--- src/rtl/mem_xfer_pkg.sv ---
// rtl/mem_xfer_pkg.sv - shared widths, op codes and state encoding for data_mem_xfer
package mem_xfer_pkg;

    localparam int DEF_DATA_W = 64;
    localparam int DEF_ADDR_W = 8;
    localparam int DEF_LEN_W  = 9;

    localparam logic [1:0] OP_READ  = 2'b00;
    localparam logic [1:0] OP_WRITE = 2'b01;
    localparam logic [1:0] OP_COPY  = 2'b10;
    localparam logic [1:0] OP_RSVD  = 2'b11;

    typedef enum logic [2:0] {
        ST_IDLE  = 3'd0,
        ST_RD    = 3'd1,
        ST_WR    = 3'd2,
        ST_CP_RD = 3'd3,
        ST_CP_WR = 3'd4,
        ST_DONE  = 3'd5
    } state_e;

endpackage

--- src/rtl/data_mem_xfer_if.sv ---
// rtl/data_mem_xfer_if.sv - command, stream, memory and status signals of data_mem_xfer
interface data_mem_xfer_if #(
    parameter int DATA_W = mem_xfer_pkg::DEF_DATA_W,
    parameter int ADDR_W = mem_xfer_pkg::DEF_ADDR_W,
    parameter int LEN_W  = mem_xfer_pkg::DEF_LEN_W
);
    logic              cmd_valid;
    logic              cmd_ready;
    logic [1:0]        cmd_op;
    logic [ADDR_W-1:0] cmd_src;
    logic [ADDR_W-1:0] cmd_dst;
    logic [LEN_W-1:0]  cmd_len;
    logic [DATA_W-1:0] in_data;
    logic              in_valid;
    logic              in_ready;
    logic [DATA_W-1:0] out_data;
    logic              out_valid;
    logic              out_ready;
    logic [ADDR_W-1:0] mem_addr;
    logic [DATA_W-1:0] mem_din;
    logic              mem_we;
    logic [DATA_W-1:0] mem_dout;
    logic              busy;
    logic              done;
    logic              err;

    // Host/memory side: issues commands, sources and sinks streams, returns read data
    modport master (
        output cmd_valid, cmd_op, cmd_src, cmd_dst, cmd_len,
        output in_data, in_valid, out_ready, mem_dout,
        input  cmd_ready, in_ready, out_data, out_valid,
        input  mem_addr, mem_din, mem_we, busy, done, err
    );

    // Transfer engine side
    modport slave (
        input  cmd_valid, cmd_op, cmd_src, cmd_dst, cmd_len,
        input  in_data, in_valid, out_ready, mem_dout,
        output cmd_ready, in_ready, out_data, out_valid,
        output mem_addr, mem_din, mem_we, busy, done, err
    );

endinterface

--- src/rtl/xfer_skid_fifo.sv ---
// rtl/xfer_skid_fifo.sv - 2-entry FIFO holding memory read data ahead of the out stream
module xfer_skid_fifo #(
    parameter int DATA_W = 64
) (
    input  logic              clk_i,
    input  logic              rst_i,
    input  logic              push_i,
    input  logic [DATA_W-1:0] push_data_i,
    input  logic              pop_i,
    output logic [1:0]        count_o,
    output logic [DATA_W-1:0] head_o
);

    logic [DATA_W-1:0] entry0_q;
    logic [DATA_W-1:0] entry1_q;
    logic [1:0]        count_q;

    // entry0 is always the head; a pop shifts entry1 down behind it
    always_ff @(posedge clk_i) begin
        if (rst_i) begin
            entry0_q <= '0;
            entry1_q <= '0;
            count_q  <= 2'd0;
        end else begin
            case ({push_i, pop_i})
                2'b10: begin
                    if (count_q == 2'd0) begin
                        entry0_q <= push_data_i;
                    end else begin
                        entry1_q <= push_data_i;
                    end
                    count_q <= count_q + 2'd1;
                end
                2'b01: begin
                    entry0_q <= entry1_q;
                    count_q  <= count_q - 2'd1;
                end
                2'b11: begin
                    if (count_q == 2'd1) begin
                        entry0_q <= push_data_i;
                    end else begin
                        entry0_q <= entry1_q;
                        entry1_q <= push_data_i;
                    end
                end
                default: begin
                end
            endcase
        end
    end

    assign count_o = count_q;
    assign head_o  = entry0_q;

endmodule

--- src/rtl/data_mem_xfer.sv ---
// rtl/data_mem_xfer.sv - block-transfer initiator (READ/WRITE/COPY) for the single-port data memory
module data_mem_xfer
    import mem_xfer_pkg::*;
#(
    parameter int DATA_W = DEF_DATA_W,
    parameter int ADDR_W = DEF_ADDR_W,
    parameter int LEN_W  = DEF_LEN_W
) (
    input  logic           clka,
    input  logic           rst,
    data_mem_xfer_if.slave bus
);

    localparam logic [2:0] S_IDLE  = ST_IDLE;
    localparam logic [2:0] S_RD    = ST_RD;
    localparam logic [2:0] S_WR    = ST_WR;
    localparam logic [2:0] S_CP_RD = ST_CP_RD;
    localparam logic [2:0] S_CP_WR = ST_CP_WR;
    localparam logic [2:0] S_DONE  = ST_DONE;

    logic [2:0]        state_q, state_d;
    logic [ADDR_W-1:0] src_q, dst_q;
    logic [LEN_W-1:0]  len_q;
    logic [LEN_W-1:0]  cnt_q, cnt_d;
    logic [LEN_W-1:0]  pop_cnt_q, pop_cnt_d;
    logic              inflight_q, inflight_d;
    logic              err_q;

    logic              cmd_accept;
    logic              out_valid_c;
    logic              fifo_pop;
    logic [1:0]        fifo_count;
    logic [DATA_W-1:0] fifo_head;
    logic [2:0]        fifo_demand;
    logic              issue_rd;
    logic              last_word;
    logic [ADDR_W-1:0] mem_addr_c;
    logic [DATA_W-1:0] mem_din_c;
    logic              mem_we_c;

    assign cmd_accept  = bus.cmd_valid && (state_q == S_IDLE);
    assign out_valid_c = (fifo_count != 2'd0);
    assign fifo_pop    = out_valid_c && bus.out_ready;

    // Slots already claimed in the 2-entry FIFO after this cycle's pop; a new
    // read is only issued when its data is guaranteed a slot on arrival.
    assign fifo_demand = {1'b0, fifo_count} + {2'b00, inflight_q} - {2'b00, fifo_pop};
    assign issue_rd    = (state_q == S_RD) && (cnt_q < len_q) && (fifo_demand < 3'd2);
    assign last_word   = (cnt_q == len_q - LEN_W'(1));

    xfer_skid_fifo #(
        .DATA_W (DATA_W)
    ) u_fifo (
        .clk_i       (clka),
        .rst_i       (rst),
        .push_i      (inflight_q),
        .push_data_i (bus.mem_dout),
        .pop_i       (fifo_pop),
        .count_o     (fifo_count),
        .head_o      (fifo_head)
    );

    // State, counters, read-in-flight flag and command capture on accept
    always_ff @(posedge clka) begin
        if (rst) begin
            state_q    <= S_IDLE;
            cnt_q      <= '0;
            pop_cnt_q  <= '0;
            inflight_q <= 1'b0;
            err_q      <= 1'b0;
            src_q      <= '0;
            dst_q      <= '0;
            len_q      <= '0;
        end else begin
            state_q    <= state_d;
            cnt_q      <= cnt_d;
            pop_cnt_q  <= pop_cnt_d;
            inflight_q <= inflight_d;
            if (cmd_accept) begin
                src_q <= bus.cmd_src;
                dst_q <= bus.cmd_dst;
                len_q <= bus.cmd_len;
                err_q <= (bus.cmd_op == OP_RSVD);
            end
        end
    end

    // Next-state decode and memory-port muxing
    always_comb begin
        state_d    = state_q;
        cnt_d      = cnt_q;
        pop_cnt_d  = pop_cnt_q;
        inflight_d = issue_rd;
        mem_addr_c = '0;
        mem_din_c  = '0;
        mem_we_c   = 1'b0;
        case (state_q)
            S_IDLE: begin
                cnt_d     = '0;
                pop_cnt_d = '0;
                if (bus.cmd_valid) begin
                    if (bus.cmd_len == '0) begin
                        state_d = S_DONE;
                    end else begin
                        case (bus.cmd_op)
                            OP_READ:  state_d = S_RD;
                            OP_WRITE: state_d = S_WR;
                            OP_COPY:  state_d = S_CP_RD;
                            OP_RSVD:  state_d = S_DONE;
                            default:  state_d = S_DONE;
                        endcase
                    end
                end
            end
            S_RD: begin
                if (issue_rd) begin
                    mem_addr_c = src_q + cnt_q[ADDR_W-1:0];
                    cnt_d      = cnt_q + LEN_W'(1);
                end
                if (fifo_pop) begin
                    pop_cnt_d = pop_cnt_q + LEN_W'(1);
                    if (pop_cnt_q == len_q - LEN_W'(1)) begin
                        state_d = S_DONE;
                    end
                end
            end
            S_WR: begin
                if (bus.in_valid) begin
                    mem_addr_c = dst_q + cnt_q[ADDR_W-1:0];
                    mem_din_c  = bus.in_data;
                    mem_we_c   = 1'b1;
                    cnt_d      = cnt_q + LEN_W'(1);
                    if (last_word) begin
                        state_d = S_DONE;
                    end
                end
            end
            S_CP_RD: begin
                mem_addr_c = src_q + cnt_q[ADDR_W-1:0];
                state_d    = S_CP_WR;
            end
            S_CP_WR: begin
                mem_addr_c = dst_q + cnt_q[ADDR_W-1:0];
                mem_din_c  = bus.mem_dout;
                mem_we_c   = 1'b1;
                cnt_d      = cnt_q + LEN_W'(1);
                state_d    = last_word ? S_DONE : S_CP_RD;
            end
            S_DONE: begin
                state_d = S_IDLE;
            end
            default: begin
                state_d = S_IDLE;
            end
        endcase
    end

    assign bus.cmd_ready = (state_q == S_IDLE);
    assign bus.in_ready  = (state_q == S_WR);
    assign bus.out_valid = out_valid_c;
    assign bus.out_data  = fifo_head;
    assign bus.mem_addr  = mem_addr_c;
    assign bus.mem_din   = mem_din_c;
    assign bus.mem_we    = mem_we_c && !rst;
    assign bus.busy      = (state_q != S_IDLE);
    assign bus.done      = (state_q == S_DONE);
    assign bus.err       = (state_q == S_DONE) && err_q;

endmodule

--- src/flat_wrapper.sv ---
// flat-port wrapper written by rule: the top's interface ports become plain ports
module data_mem_xfer_flat import mem_xfer_pkg::*;
#(
    parameter int DATA_W = DEF_DATA_W,
    parameter int ADDR_W = DEF_ADDR_W,
    parameter int LEN_W  = DEF_LEN_W
)
  (clka, rst, bus_cmd_valid, bus_cmd_op, bus_cmd_src, bus_cmd_dst, bus_cmd_len, bus_in_data, bus_in_valid, bus_out_ready, bus_mem_dout, bus_cmd_ready, bus_in_ready, bus_out_data, bus_out_valid, bus_mem_addr, bus_mem_din, bus_mem_we, bus_busy, bus_done, bus_err);
  data_mem_xfer_if #(.DATA_W(DATA_W), .ADDR_W(ADDR_W), .LEN_W(LEN_W)) bus_i ();
  input  logic clka;
  input  logic rst;
  input wire logic [$bits(bus_i.cmd_valid)-1:0] bus_cmd_valid;
  input wire logic [$bits(bus_i.cmd_op)-1:0] bus_cmd_op;
  input wire logic [$bits(bus_i.cmd_src)-1:0] bus_cmd_src;
  input wire logic [$bits(bus_i.cmd_dst)-1:0] bus_cmd_dst;
  input wire logic [$bits(bus_i.cmd_len)-1:0] bus_cmd_len;
  input wire logic [$bits(bus_i.in_data)-1:0] bus_in_data;
  input wire logic [$bits(bus_i.in_valid)-1:0] bus_in_valid;
  input wire logic [$bits(bus_i.out_ready)-1:0] bus_out_ready;
  input wire logic [$bits(bus_i.mem_dout)-1:0] bus_mem_dout;
  output wire logic [$bits(bus_i.cmd_ready)-1:0] bus_cmd_ready;
  output wire logic [$bits(bus_i.in_ready)-1:0] bus_in_ready;
  output wire logic [$bits(bus_i.out_data)-1:0] bus_out_data;
  output wire logic [$bits(bus_i.out_valid)-1:0] bus_out_valid;
  output wire logic [$bits(bus_i.mem_addr)-1:0] bus_mem_addr;
  output wire logic [$bits(bus_i.mem_din)-1:0] bus_mem_din;
  output wire logic [$bits(bus_i.mem_we)-1:0] bus_mem_we;
  output wire logic [$bits(bus_i.busy)-1:0] bus_busy;
  output wire logic [$bits(bus_i.done)-1:0] bus_done;
  output wire logic [$bits(bus_i.err)-1:0] bus_err;
  assign bus_i.cmd_valid = bus_cmd_valid;
  assign bus_i.cmd_op = bus_cmd_op;
  assign bus_i.cmd_src = bus_cmd_src;
  assign bus_i.cmd_dst = bus_cmd_dst;
  assign bus_i.cmd_len = bus_cmd_len;
  assign bus_i.in_data = bus_in_data;
  assign bus_i.in_valid = bus_in_valid;
  assign bus_i.out_ready = bus_out_ready;
  assign bus_i.mem_dout = bus_mem_dout;
  assign bus_cmd_ready = bus_i.cmd_ready;
  assign bus_in_ready = bus_i.in_ready;
  assign bus_out_data = bus_i.out_data;
  assign bus_out_valid = bus_i.out_valid;
  assign bus_mem_addr = bus_i.mem_addr;
  assign bus_mem_din = bus_i.mem_din;
  assign bus_mem_we = bus_i.mem_we;
  assign bus_busy = bus_i.busy;
  assign bus_done = bus_i.done;
  assign bus_err = bus_i.err;
  data_mem_xfer #(.DATA_W(DATA_W), .ADDR_W(ADDR_W), .LEN_W(LEN_W)) u_core (.clka(clka), .rst(rst), .bus(bus_i));
endmodule
--- config.mk ---
export PLATFORM = sky130hd
export DESIGN_NAME = data_mem_xfer_flat
export DESIGN_NICKNAME = d
export VERILOG_FILES = /design/src/rtl/mem_xfer_pkg.sv /design/src/rtl/data_mem_xfer_if.sv /design/src/rtl/xfer_skid_fifo.sv /design/src/rtl/data_mem_xfer.sv /design/src/flat_wrapper.sv
export SDC_FILE = /design/constraint.sdc
export NUM_CORES = 1
export LEC_CHECK = 0
export CORE_UTILIZATION = 28
export DETAILED_ROUTE_END_ITERATION = 12
export DONT_BUFFER_PORTS = 1
export PLACE_DENSITY_LB_ADDON = 0.15
export SYNTH_ARGS = -nofsm -noshare
export SYNTH_HDL_FRONTEND = slang
export SYNTH_HIERARCHICAL = 1
export SYNTH_SLANG_ARGS = --single-unit
--- constraint.sdc ---
create_clock -name clka -period 4.1 [get_ports clka]
set_input_delay 0.41 -clock clka [delete_from_list [all_inputs] [get_ports clka]]
set_output_delay 0.41 -clock clka [all_outputs]
set_load 0.005 [all_outputs]
# Yosys cells after proc, flatten, opt, wreduce, memory -nomap -nowiden
# Cells that the tools add are included.
dict set report totals {
  reg_bits 178
  inputBits 160
}
dict set report classes {
  n_lt_le_gt_ge 2
  add_sub_neg 9
  n_mux 28
  reduce_logical 23
  eq_ne 23
}
# operator count
set op_table {}
lappend op_table {{$mux W64} 5}
lappend op_table {{$pmux W64 S2} 2}
lappend op_table {{$pmux W64 S3} 1}
lappend op_table {{$pmux W9 S4} 1}
lappend op_table {{$pmux W8 S4} 1}
lappend op_table {{$mux W9} 3}
lappend op_table {{$mux W3} 7}
lappend op_table {{$add A9 B1 Y9 const B} 2}
lappend op_table {{$eq A9 B9 Y1} 2}
lappend op_table {{$pmux W9 S2} 1}
lappend op_table {{$add A8 B8 Y8} 2}
lappend op_table {{$mux W8} 2}
lappend op_table {{$pmux W3 S5} 1}
lappend op_table {{$ne A2 B2 Y1 const B} 6}
lappend op_table {{$pmux W3 S4} 1}
lappend op_table {{$logic_not A9 Y1} 1}
lappend op_table {{$lt A9 B9 Y1} 1}
lappend op_table {{$sub A9 B1 Y9 const B} 1}
lappend op_table {{$eq A2 B2 Y1 const B} 4}
lappend op_table {{$reduce_bool A2 Y1} 4}
lappend op_table {{$eq A2 B1 Y1 const B} 3}
lappend op_table {{$eq A3 B2 Y1 const B} 2}
lappend op_table {{$eq A3 B3 Y1 const B} 2}
lappend op_table {{$logic_and A1 B1 Y1} 6}
lappend op_table {{other kinds (18)} 24}

# Depth between registers and ports, before layout
# Gate-level depths: netlist (run 1).
dict set report depth {
  depth_word 7
  depth_mapped 13
  ltp_nobuf 12
}

# Cells and area by module
# The synthesis (run 1) kept the hierarchy.
# module n_inst area_each_um2 cells_each
set modules_own_cells {}
lappend modules_own_cells {xfer_skid_fifo 1 5779.3 694}
lappend modules_own_cells {data_mem_xfer 1 4132.7 537}

# Worst setup path before layout (run 1)
# No wires, ideal clock.
dict set report synth_path {
  path_type {flip-flop to output port}
  start {register u_core.u_fifo.count_q[0] (netlist: u_core/u_fifo/count_o[0])}
  end {output bus_mem_addr[2]}
  t_arrival_ns 2.421
  stages_incl_launch_ff 12
  slack_ns 1.269
  required_ns 3.690
  path_cell_list {dfxtp_1 -> or2_2 -> nand2_1 -> inv_1 -> ha_1 -> nand2b_1 -> fa_1 -> xnor2_1 -> nand4b_1 -> nor2b_1 -> o21ai_1 -> o22ai_1}
}
dict set report synth_via {
  elab_chain_len 7
}
# item line_no
set synth_rtl {}
lappend synth_rtl {{from (decl)} xfer_skid_fifo.sv:16} ;# logic [1:0] count_q;
lappend synth_rtl {{from (signal assigned)} xfer_skid_fifo.sv:32} ;# count_q <= count_q + 2'd1;
lappend synth_rtl {{from (signal assigned)} xfer_skid_fifo.sv:36} ;# count_q <= count_q - 2'd1;
lappend synth_rtl {{$reduce_bool A2 Y1} data_mem_xfer.sv:42} ;# assign out_valid_c = (fifo_count != 2'd0);
lappend synth_rtl {{via bus_out_valid} flat_wrapper.sv:24} ;# output wire logic [$bits(bus_i.out_valid)-1:0] bus_out_valid;
lappend synth_rtl {{$logic_and A1 B1 Y1} data_mem_xfer.sv:43} ;# assign fifo_pop = out_valid_c && bus.out_ready;
lappend synth_rtl {{via u_core.fifo_pop} data_mem_xfer.sv:31} ;# logic fifo_pop;
lappend synth_rtl {{$sub A3 B1 Y3} data_mem_xfer.sv:47} ;# assign fifo_demand = {1'b0, fifo_count} + {2'b00, inflight_q} - {2'b00, fifo_pop};
lappend synth_rtl {{$lt A3 B2 Y1} data_mem_xfer.sv:48} ;# assign issue_rd = (state_q == S_RD) && (cnt_q < len_q) && (fifo_demand < 3'd2);
lappend synth_rtl {{$logic_and A1 B1 Y1} data_mem_xfer.sv:48}
lappend synth_rtl {{$mux W8} data_mem_xfer.sv:116} ;# if (issue_rd) begin
lappend synth_rtl {{$pmux W8 S4} data_mem_xfer.sv:97} ;# case (state_q)
lappend synth_rtl {{to (decl)} flat_wrapper.sv:25} ;# output wire logic [$bits(bus_i.mem_addr)-1:0] bus_mem_addr;
# The timed path passes the listed nets, and every way through them passes these cells.

# Worst setup path after layout (run 1)
dict set report layout_path {
  start {register u_core.u_fifo.count_q[0] (netlist: u_core/u_fifo/count_o[0])}
  end {output bus_mem_addr[0]}
}
# Same word-level chain as after synthesis.

==> run metrics, run 1 <==
run status=finished clean; largest net degree at the start of global routing=169; sequential cell area=3560 sq um; Final Critical Period=3.82 ns; detailed-placement wirelength estimate=21.3 mm; pwr dens=679 nW/um^2; data arrival time of the worst path=3.41 ns; standard cell core area=34700 sq um; I/O Pins=303; count of vias placed by the detailed router=9157; WS Path Type=reg2out; DRT antenna net count=0; Initial DRC Count=613; Max-Slew Margin vs Limit=0.292; number of hold-repair buffers added at the cts stage=1; full die area=36200 sq um; vias per inst=5.70; leading register cell type out of synthesis=sky130_fd_sc_hd__dfxtp_1; proportion of netlist area held by the largest area contributor=0.360; drt wl/cell=21.6 microns; wire length of the first global-routing pass=52.2 mm; Initial Util=0.286; # resized after CTS=0; Post-synth EDFFs=0; total of buffers placed on input and output ports=0; overflow left after global routing=0; source of the worst register-to-register timing path=u_core/u_fifo/count_o[0]$_SDFFE_PP0P_; Inst Count DP=1573; hold crit path type=in2reg; Worst Hold Launch=rst; transition time of the tightest slew-check pin=1.06 ns; ys async rst share=0; GP Congestion=0.792; critical-path maximum fanout=8; aggregate negative setup slack=0 ns; upper clock frequency limit=262 MHz; RSZ-0062 raised after global routing=no; clock sink count=178; Post-CTS Setup Inserts=0; Detailed Routing Iterations Pass 1=6; data required time at the worst endpoint=3.69 ns; source of the critical timing path=u_core/u_fifo/count_o[0]$_SDFFE_PP0P_; height of the chip=190 microns; cts bufs inserted=17; CTS Root Buffer Type=sky130_fd_sc_hd__clkbuf_16; Finish-stage setup viols=0; CTS max path bufs=2; relative area change from synthesis to final layout=7.61%; static leakage=3.59 nW; overall track demand over capacity in global routing=0.187; number of maximum-capacitance constraint violations=0; top post-synthesis cells by count=178 x sky130_fd_sc_hd__dfxtp_1, 176 x sky130_fd_sc_hd__a21oi_1, 139 x sky130_fd_sc_hd__nand3_1, 139 x sky130_fd_sc_hd__o21ai_0, 77 x sky130_fd_sc_hd__nand2_1; Netlist cell types=66; total length of routed wires=34.6 mm; share of final-layout standard cells stronger than drive strength 1=0.0608; share of the clock period used by the worst path after layout=0.931; clock transition at the register clock pins on the worst setup and hold paths after CTS=0.07 ns; fin cells=1606; startpoint types=flop; peak supply drop=0.424 mV; area occupied by multi-input gates=5640 sq um; hold violation total from the final report=0; post-route clock skew=0.0129 ns; row count=68; main area contributors after synthesis=sky130_fd_sc_hd__dfxtp_1 36%, sky130_fd_sc_hd__a21oi_1 8.9%, sky130_fd_sc_hd__nand3_1 7.0%; Horiz. Die Dim=190 microns; CTS H-tree depth=4; CTS tree=done; vias in the first global route=8647; Mapped Avg Cell Area=8.05 sq um; antenna diode count=0; kind of capture point of the worst setup path=output port; count of unresolved DRC violations after routing=0; cell with the most instances after synthesis=sky130_fd_sc_hd__dfxtp_1; post-synthesis instance total=1231; net count of the mapped netlist=1430; Synthesis Warnings=6; flops & latches, synth=178; Skew-Pair Late Insertion Delay=0.45 ns; initial antenna violation count=0; Synth Cell Area=9910 sq um; post-synthesis sequential area ratio=0.360; final design utilization=0.307; library cell occupying the most area in the post-synthesis netlist=sky130_fd_sc_hd__dfxtp_1; number of inserted filler cells in the final layout=3697; final number of max-transition violations=0; total number of nets in the final design=1337
[per-stage QoR]
step,worst slack (ns),total power (W),area (sq um),hold slack [ns]
global route,0.0969,0.00776,10700,0.000621
global placement,0.811,0.00557,10100,0.436
floorplan,1.27,0.00483,9910,0.432
finish,0.283,0.00724,10700,0.0235
CTS,0.239,0.00734,10700,0.00310
detailed placement,0.726,0.00559,10100,0.440
[placed cells by master (no fill, tap or decap), types with 3 or more instances in the layout]
cell type                   netlist  layout
sky130_fd_sc_hd__a2111o_1         4       4
sky130_fd_sc_hd__a211oi_1         4       4
sky130_fd_sc_hd__a21o_1           5       5
sky130_fd_sc_hd__a21oi_1        176     176
sky130_fd_sc_hd__a22o_1          64      64
sky130_fd_sc_hd__a311oi_1        65      65
sky130_fd_sc_hd__and2_1           6       4
sky130_fd_sc_hd__and3_1           8       7
sky130_fd_sc_hd__buf_12           0       6
sky130_fd_sc_hd__buf_4            9       8
sky130_fd_sc_hd__clkbuf_16        0      17
sky130_fd_sc_hd__dfxtp_1        178     178
sky130_fd_sc_hd__fa_1             3       3
sky130_fd_sc_hd__ha_1            36      35
sky130_fd_sc_hd__inv_1           27      26
sky130_fd_sc_hd__inv_6            0       3
sky130_fd_sc_hd__inv_8            0       3
sky130_fd_sc_hd__mux2i_1          3       3
sky130_fd_sc_hd__nand2_1         77      77
sky130_fd_sc_hd__nand2b_1         9       6
sky130_fd_sc_hd__nand2b_2         0       3
sky130_fd_sc_hd__nand3_1        139     139
sky130_fd_sc_hd__nand4_1          6       6
sky130_fd_sc_hd__nor2_1          29      29
sky130_fd_sc_hd__nor2b_1          5       5
sky130_fd_sc_hd__nor3_1           7       7
sky130_fd_sc_hd__nor3b_1          3       3
sky130_fd_sc_hd__nor4_1           3       3
sky130_fd_sc_hd__o21ai_0        139     139
sky130_fd_sc_hd__o21ai_1         11      11
sky130_fd_sc_hd__o22ai_1          8       8
sky130_fd_sc_hd__o41ai_1          3       3
sky130_fd_sc_hd__or3_1            4       4
sky130_fd_sc_hd__xnor2_1         22      22
sky130_fd_sc_hd__xor2_1          21      21
[sequential cells by signal, indices dropped and copies added, names as in the netlist]
| name | cells |
|---|---|
| u_core/u_fifo/count_o | 2 |
| u_core/dst_q | 8 |
| u_core/state_q | 3 |
| u_core/err_q | 1 |
| u_core/u_fifo/entry1_q | 64 |
| u_core/src_q | 8 |
| u_core/inflight_q | 1 |
| u_core/pop_cnt_q | 9 |
| u_core/cnt_q | 9 |
| u_core/len_q | 9 |
| u_core/u_fifo/head_o | 64 |
[power breakdown]
group	switching [W]	internal [W]
logic	0.00188	0.00108
registers	0.000418	0.00214
clock network	0.000798	0.000921
total	0.00310	0.00415
[worst paths after layout]
path                                   to  slack (ns)  cells after the start
max                       bus_mem_addr[0]        0.28                     11
max reg2reg  u_core/cnt_q[4]$_SDFFE_PP0P_        0.84                     12
min          u_core/len_q[1]$_SDFFE_PP0P_        0.02                      1
min reg2reg     u_core/err_q$_SDFFE_PP0P_        0.45                      2
[layout make-up]
type | count | share of cell area
inverters | 28 | 0.00985
multi-input cells | 898 | 0.529
flip-flops and latches | 178 | 0.334
repair buffers | 15 | 0.0178
clock buffers | 18 | 0.0402
well taps | 455 | 0.0534
clock inverters | 14 | 0.0161
[worst max-delay path, cell delays in order, from the launching register on]
cell	delay [ns]
sky130_fd_sc_hd__dfxtp_1	0.37
sky130_fd_sc_hd__or2_2	0.38
sky130_fd_sc_hd__nand2_1	0.17
sky130_fd_sc_hd__inv_1	0.11
sky130_fd_sc_hd__ha_1	0.29
sky130_fd_sc_hd__nand2b_1	0.15
sky130_fd_sc_hd__fa_1	0.38
sky130_fd_sc_hd__xnor2_1	0.14
sky130_fd_sc_hd__nand4b_1	0.12
sky130_fd_sc_hd__nor2b_1	0.07
sky130_fd_sc_hd__o21ai_1	0.53
sky130_fd_sc_hd__o21ai_0	0.26
[metal layers]
layer,wire [microns],GRT usage,vias to the layer above
met1,15000,0.234,4459
li1,-,-,4377
met5,0,0,-
met2,17400,0.326,299
met3,1740,0.0314,22
met4,511,0.0582,0
[cells by family after synthesis]
| family | count (synthesis) | synth area share |
|---|---|---|
| AO/OA/AOI/OAI | 500 | 0.317 |
| AND/OR/NAND/NOR | 313 | 0.157 |
| flip-flops | 178 | 0.360 |
| buffers and inverters | 155 | 0.0736 |
| XOR/XNOR | 43 | 0.0380 |
| adder cells (fa/ha/maj) | 39 | 0.0515 |
| multiplexers | 3 | 0.00303 |
No activity file was read; power rests on OpenSTA's default activity.
==> inputs of run 2 (changes only) <==
clock period = 4.6 ns   (was 4.1 ns; I/O delays follow)
==> run 2 against run 1 <==
Wire length fell by 0.26%. Sequential share of layout area rose by 0.17 points. Sequential cell count did not move. Global-route usage rose by 0.19 points. Via count fell by 1.1%. Hold slack improved by 0.047 ns. Clock power fell by 12%. Total power fell by 12%. Register-to-register slack improved by 0.50 ns. Setup slack improved by 0.48 ns. Non-clock buffer count rose by 2. Critical path type unchanged.
==> run metrics, run 2 (synthesized netlist as in run 1, its figures left out) <==
number of maximum-capacitance constraint violations=0 (unchanged); CTS max path bufs=2 (unchanged); # resized after CTS=0 (unchanged); count of unresolved DRC violations after routing=0 (unchanged); final instance area=10600 sq um (-0.50%); worst-case setup margin in the final layout=0.763 ns (+0.480 ns); pwr dens=604 nW/um^2 (-11%); row count=68 (unchanged); WS Path Type=reg2out; Finish-stage setup viols=0 (unchanged); data required time at the worst endpoint=4.14 ns (+0.45 ns); RSZ-0062 raised after global routing=no; critical path's top delay family=simple AND/OR/NAND/NOR gates; Initial Util=0.286 (unchanged); clock sink count=178 (unchanged); drt wl/cell=21.5 microns (-0.44%); hold crit path type=in2reg; Post-CTS Setup Inserts=0 (unchanged); total of buffers placed on input and output ports=0 (unchanged); transition time of the tightest slew-check pin=1.05 ns (-0.0115 ns); hold violation total from the final report=0 (unchanged); most common cell after layout, fill and taps aside=sky130_fd_sc_hd__dfxtp_1; instance area at placement=10000 sq um (-0.27%); largest net degree at the start of global routing=170 (+0.59%); number of hold-repair buffers added at the cts stage=0 (-1); standard cell core area=34700 sq um (unchanged); Largest stage delay, worst path=0.52 ns (about the same); data arrival time of the worst path=3.38 ns (-0.03 ns); commonest cells after routing, fill and taps aside=178 x sky130_fd_sc_hd__dfxtp_1, 176 x sky130_fd_sc_hd__a21oi_1, 139 x sky130_fd_sc_hd__o21ai_0, 139 x sky130_fd_sc_hd__nand3_1, 77 x sky130_fd_sc_hd__nand2_1; cts bufs inserted=17 (unchanged); CTS H-tree depth=4 (unchanged); Final Critical Period=3.84 ns; static leakage=3.58 nW (-0.36%); post-route clock skew=0.0106 ns (-0.00231 ns); relative area change from synthesis to final layout=7.07%; Skew-Pair Late Insertion Delay=0.45 ns (about the same); clock transition at the register clock pins on the worst setup and hold paths after CTS=0.07 ns (about the same); DRT antenna net count=0 (unchanged); overall track demand over capacity in global routing=0.189 (+0.00186); upper clock frequency limit=261 MHz; initial antenna violation count=1 (+1); startpoint types=flop; aggregate negative setup slack=0 ns (unchanged); CTS Root Buffer Type=sky130_fd_sc_hd__clkbuf_16; share of the clock period used by the worst path after layout=0.834; vias in the first global route=8752 (+1.2%); CTS tree=done; share of final-layout standard cells stronger than drive strength 1=0.0642 (+0.00336); Slowest-stage cell, CP=sky130_fd_sc_hd__o21ai_1; I/O Pins=303 (unchanged); Max-Slew Margin vs Limit=0.298 (+0.00602); height of the chip=190 microns (unchanged); Initial DRC Count=593 (-3.3%); kind of capture point of the worst setup path=output port; Detailed Routing Iterations Pass 1=5 (-1); wire length of the first global-routing pass=52.6 mm (+0.62%); total number of nets in the final design=1339 (+0.15%); run status=finished clean; vias per inst=5.63 (-1.3%); final design utilization=0.306 (-0.00155); worst path cell trace=or2_2, nand2_1, inv_1, ha_1, nand2b_1, fa_1, xnor2_1, nand4b_1, nor2b_1, o21ai_1, o21ai_0; peak supply drop=0.353 mV (-17%); overflow left after global routing=0 (unchanged); Horiz. Die Dim=190 microns (unchanged); total buffers and inverters traversed by the critical path=1 (unchanged); setup slack after placement=1.17 ns (+0.442 ns); GP Congestion=0.803 (+1.3%); detailed-placement wirelength estimate=21.6 mm (+1.4%); final number of max-transition violations=0 (unchanged); full die area=36200 sq um (unchanged); total length of routed wires=34.6 mm (-0.26%); critical-path maximum fanout=8 (unchanged); count of vias placed by the detailed router=9056 (-1.1%)
[run 2: routing by layer]
| metal | part of all wire | vias up | track usage | wire [microns] |
|---|---|---|---|---|
| met4 | 0.012 | 0 | 0.0465 | 411 |
| met1 | 0.43 | 4373 | 0.236 | 14900 |
| li1 | - | 4375 | - | - |
| met5 | 0 | - | 0 | 0 |
| met2 | 0.50 | 289 | 0.331 | 17300 |
| met3 | 0.054 | 19 | 0.0378 | 1880 |
[run 2: worst paths after layout]
kind                                                       startpoint                           end  slack (ns)  cells past startpoint
worst min register to register              u_core/err_q$_SDFFE_PP0P_     u_core/err_q$_SDFFE_PP0P_        0.45                      2
worst max register to register  u_core/u_fifo/count_o[0]$_SDFFE_PP0P_  u_core/cnt_q[6]$_SDFFE_PP0P_        1.34                     12
worst min-delay path                                              rst     u_core/err_q$_SDFFE_PP0P_        0.07                      1
worst max-delay path            u_core/u_fifo/count_o[0]$_SDFFE_PP0P_               bus_mem_addr[0]        0.76                     11
[run 2: report_power, final]
group	internal (W)	total [W]	switching (W)
logic	0.000950	0.00261	0.00166
clock network	0.000808	0.00151	0.000704
registers	0.00191	0.00228	0.000371
total	0.00367	0.00641	0.00274
[run 2: through the flow]
step / hold WS [ns] / power, W / instances
after floorplan: 0.432 / 0.00430 / 1231
after global placement: 0.437 / 0.00494 / 1576
after detailed placement: 0.443 / 0.00496 / 1576
after CTS: 0.0496 / 0.00649 / 1608
after global routing: 0.0466 / 0.00691 / 1609
final: 0.0708 / 0.00641 / 1609
[run 2: layout make-up]
| class | count | area [sq um] |
|---|---|---|
| fillers | 3755 | 24100 |
| multi-input cells | 898 | 5640 |
| flip-flops and latches | 178 | 3560 |
| well taps | 455 | 569 |
| clock buffers | 17 | 425 |
| clock inverters | 15 | 156 |
| repair buffers | 17 | 153 |
| inverters | 28 | 105 |
| diodes | 1 | 2.50 |
==> inputs of run 3 (changes only) <==
clock period = 3.95 ns   (was 4.6 ns; I/O delays follow)
==> run 3 against run 2 <==
Clock skew about the same. Largest power group unchanged. Cell count about the same. Critical endpoint unchanged. Via count grew 0.85%. First-iteration DRC count rose by 3.7%.
==> run metrics, run 3 (synthesized netlist as in run 1, its figures left out) <==
Horiz. Die Dim=190 microns (unchanged); clock sink count=178 (unchanged); area occupied by multi-input gates=5640 sq um (unchanged); data required time at the worst endpoint=3.56 ns (-0.58 ns); Finish-stage setup viols=0 (unchanged); Max-Slew Margin vs Limit=0.294 (-0.00476); commonest cells after routing, fill and taps aside=178 x sky130_fd_sc_hd__dfxtp_1, 176 x sky130_fd_sc_hd__a21oi_1, 139 x sky130_fd_sc_hd__o21ai_0, 139 x sky130_fd_sc_hd__nand3_1, 77 x sky130_fd_sc_hd__nand2_1; aggregate negative setup slack=0 ns (unchanged); Skew-Pair Late Insertion Delay=0.45 ns (about the same); clock transition at the register clock pins on the worst setup and hold paths after CTS=0.07 ns (about the same); RSZ-0062 raised after global routing=no; standard cell core area=34700 sq um (unchanged); initial antenna violation count=0 (-1); worst-case setup margin in the final layout=0.309 ns (-0.455 ns); transition time of the tightest slew-check pin=1.06 ns (+0.00964 ns); Final Critical Period=3.64 ns; total of buffers placed on input and output ports=0 (unchanged); number of inserted filler cells in the final layout=3741 (-0.37%); share of final-layout standard cells stronger than drive strength 1=0.0607 (-0.00347); upper clock frequency limit=275 MHz; Post-CTS Setup Inserts=0 (unchanged); post-route clock skew=0.0106 ns (-0.0000734 ns); count of unresolved DRC violations after routing=0 (unchanged); largest net degree at the start of global routing=160 (-5.9%); static leakage=3.60 nW (+0.63%); DRT antenna net count=0 (unchanged); overflow left after global routing=0 (unchanged); total length of routed wires=34.8 mm (+0.60%); CTS Root Buffer Type=sky130_fd_sc_hd__clkbuf_16; drt wl/cell=21.6 microns (+0.66%); I/O Pins=303 (unchanged); WS Path Type=reg2out; full die area=36200 sq um (unchanged); height of the chip=190 microns (unchanged); count of vias placed by the detailed router=9133 (+0.85%); run status=finished clean; setup slack after placement=0.702 ns (-0.466 ns); CTS max path bufs=2 (unchanged); overall track demand over capacity in global routing=0.187 (-0.00199); CTS H-tree depth=4 (unchanged); cts bufs inserted=17 (unchanged); sequential cell area=3560 sq um (unchanged); peak supply drop=0.427 mV (+21%); relative area change from synthesis to final layout=7.93%; vias per inst=5.68 (+0.91%); kind of capture point of the worst setup path=output port; pwr dens=712 nW/um^2 (+18%); startpoint types=flop; final number of max-transition violations=0 (unchanged); detailed-placement wirelength estimate=21.1 mm (-2.1%); GP Congestion=0.791 (-1.5%); data arrival time of the worst path=3.25 ns (-0.13 ns); CTS tree=done; # resized after CTS=0 (unchanged); total number of nets in the final design=1340 (+0.075%); Detailed Routing Iterations Pass 1=5 (unchanged); wire length of the first global-routing pass=52.2 mm (-0.74%); critical-path maximum fanout=8 (unchanged); post-route worst hold slack=0.0762 ns (+0.00538 ns); vias in the first global route=8664 (-1.0%); number of maximum-capacitance constraint violations=0 (unchanged); antenna diode count=0 (-1); hold violation total from the final report=0 (unchanged); count of cells along the worst hold path=2 (+1); most common cell after layout, fill and taps aside=sky130_fd_sc_hd__dfxtp_1; row count=68 (unchanged); share of the clock period used by the worst path after layout=0.922; worst r2r path cells=12 (unchanged); hold crit path type=in2reg; Initial Util=0.286 (unchanged); number of hold-repair buffers added at the cts stage=2 (+2); Initial DRC Count=615 (+3.7%)
==> run 3: changes by cell type in the layout (fill, tap and decap cells not counted) <==
cell	delta
sky130_fd_sc_hd__clkbuf_1	+2
sky130_fd_sc_hd__clkinv_2	-5
sky130_fd_sc_hd__buf_12	+2
sky130_fd_sc_hd__clkinv_8	+1
sky130_fd_sc_hd__diode_2	-1
sky130_fd_sc_hd__inv_6	-1
sky130_fd_sc_hd__dlygate4sd3_1	+2
sky130_fd_sc_hd__buf_4	-3
sky130_fd_sc_hd__bufinv_16	+2
==> run 3: where the power goes <==
group,switching [W],internal (W)
Sequential,0.000434,0.00222
Combinational,0.00195,0.00112
Clock,0.000809,0.00107
Total,0.00320,0.00442
==> run 3: path summary, 6_finish.rpt <==
check / start / end / slack, ns
worst max-delay path: u_core/u_fifo/count_o[0]$_SDFFE_PP0P_ / bus_mem_addr[0] / 0.31
worst min-delay path: bus_cmd_len[8] / u_core/len_q[8]$_SDFFE_PP0P_ / 0.08
worst max register to register: u_core/u_fifo/count_o[0]$_SDFFE_PP0P_ / u_core/cnt_q[8]$_SDFFE_PP0P_ / 0.69
worst min register to register: u_core/err_q$_SDFFE_PP0P_ / u_core/err_q$_SDFFE_PP0P_ / 0.45
==> run 3: final cells by class <==
cell class / count / share of cell area
timing repair buffer: 18 / 0.0178
inverter: 28 / 0.00982
clock inverter: 12 / 0.0186
multi-input combinational: 898 / 0.527
clock buffer: 19 / 0.0405
tap: 455 / 0.0532
sequential: 178 / 0.333
==> run 3: per-stage QoR <==
| stage | util | instance area (sq um) | power [W] | instances |
|---|---|---|---|---|
| final | 0.308 | 10700 | 0.00762 | 1608 |
| after global routing | 0.308 | 10700 | 0.00818 | 1608 |
| after CTS | 0.308 | 10700 | 0.00771 | 1608 |
| after detailed placement | 0.289 | 10000 | 0.00580 | 1575 |
| after global placement | 0.289 | 10000 | 0.00578 | 1575 |
| after floorplan | - | 9910 | 0.00501 | 1231 |
==> run 3: metal layers <==
metal / routed length (microns) / share of wire / vias up / track usage
li1: - / - / 4383 / -
met5: 0 / 0 / - / 0
met2: 17300 / 0.50 / 279 / 0.328
met3: 1910 / 0.055 / 18 / 0.0398
met4: 432 / 0.012 / 0 / 0.0523
met1: 15200 / 0.44 / 4453 / 0.229
==> run 3: worst max-delay path: stages, from the launching register on <==
cell and delay, ns:
sky130_fd_sc_hd__dfxtp_1 0.36, sky130_fd_sc_hd__or2_2 0.37, sky130_fd_sc_hd__nand2_1 0.15, sky130_fd_sc_hd__inv_1 0.11
sky130_fd_sc_hd__ha_1 0.29, sky130_fd_sc_hd__nand2b_1 0.15, sky130_fd_sc_hd__fa_1 0.38, sky130_fd_sc_hd__xnor2_1 0.15
sky130_fd_sc_hd__nand4b_1 0.16, sky130_fd_sc_hd__nor2b_1 0.17, sky130_fd_sc_hd__o21ai_1 0.08, sky130_fd_sc_hd__buf_4 0.18
sky130_fd_sc_hd__o21ai_0 0.24
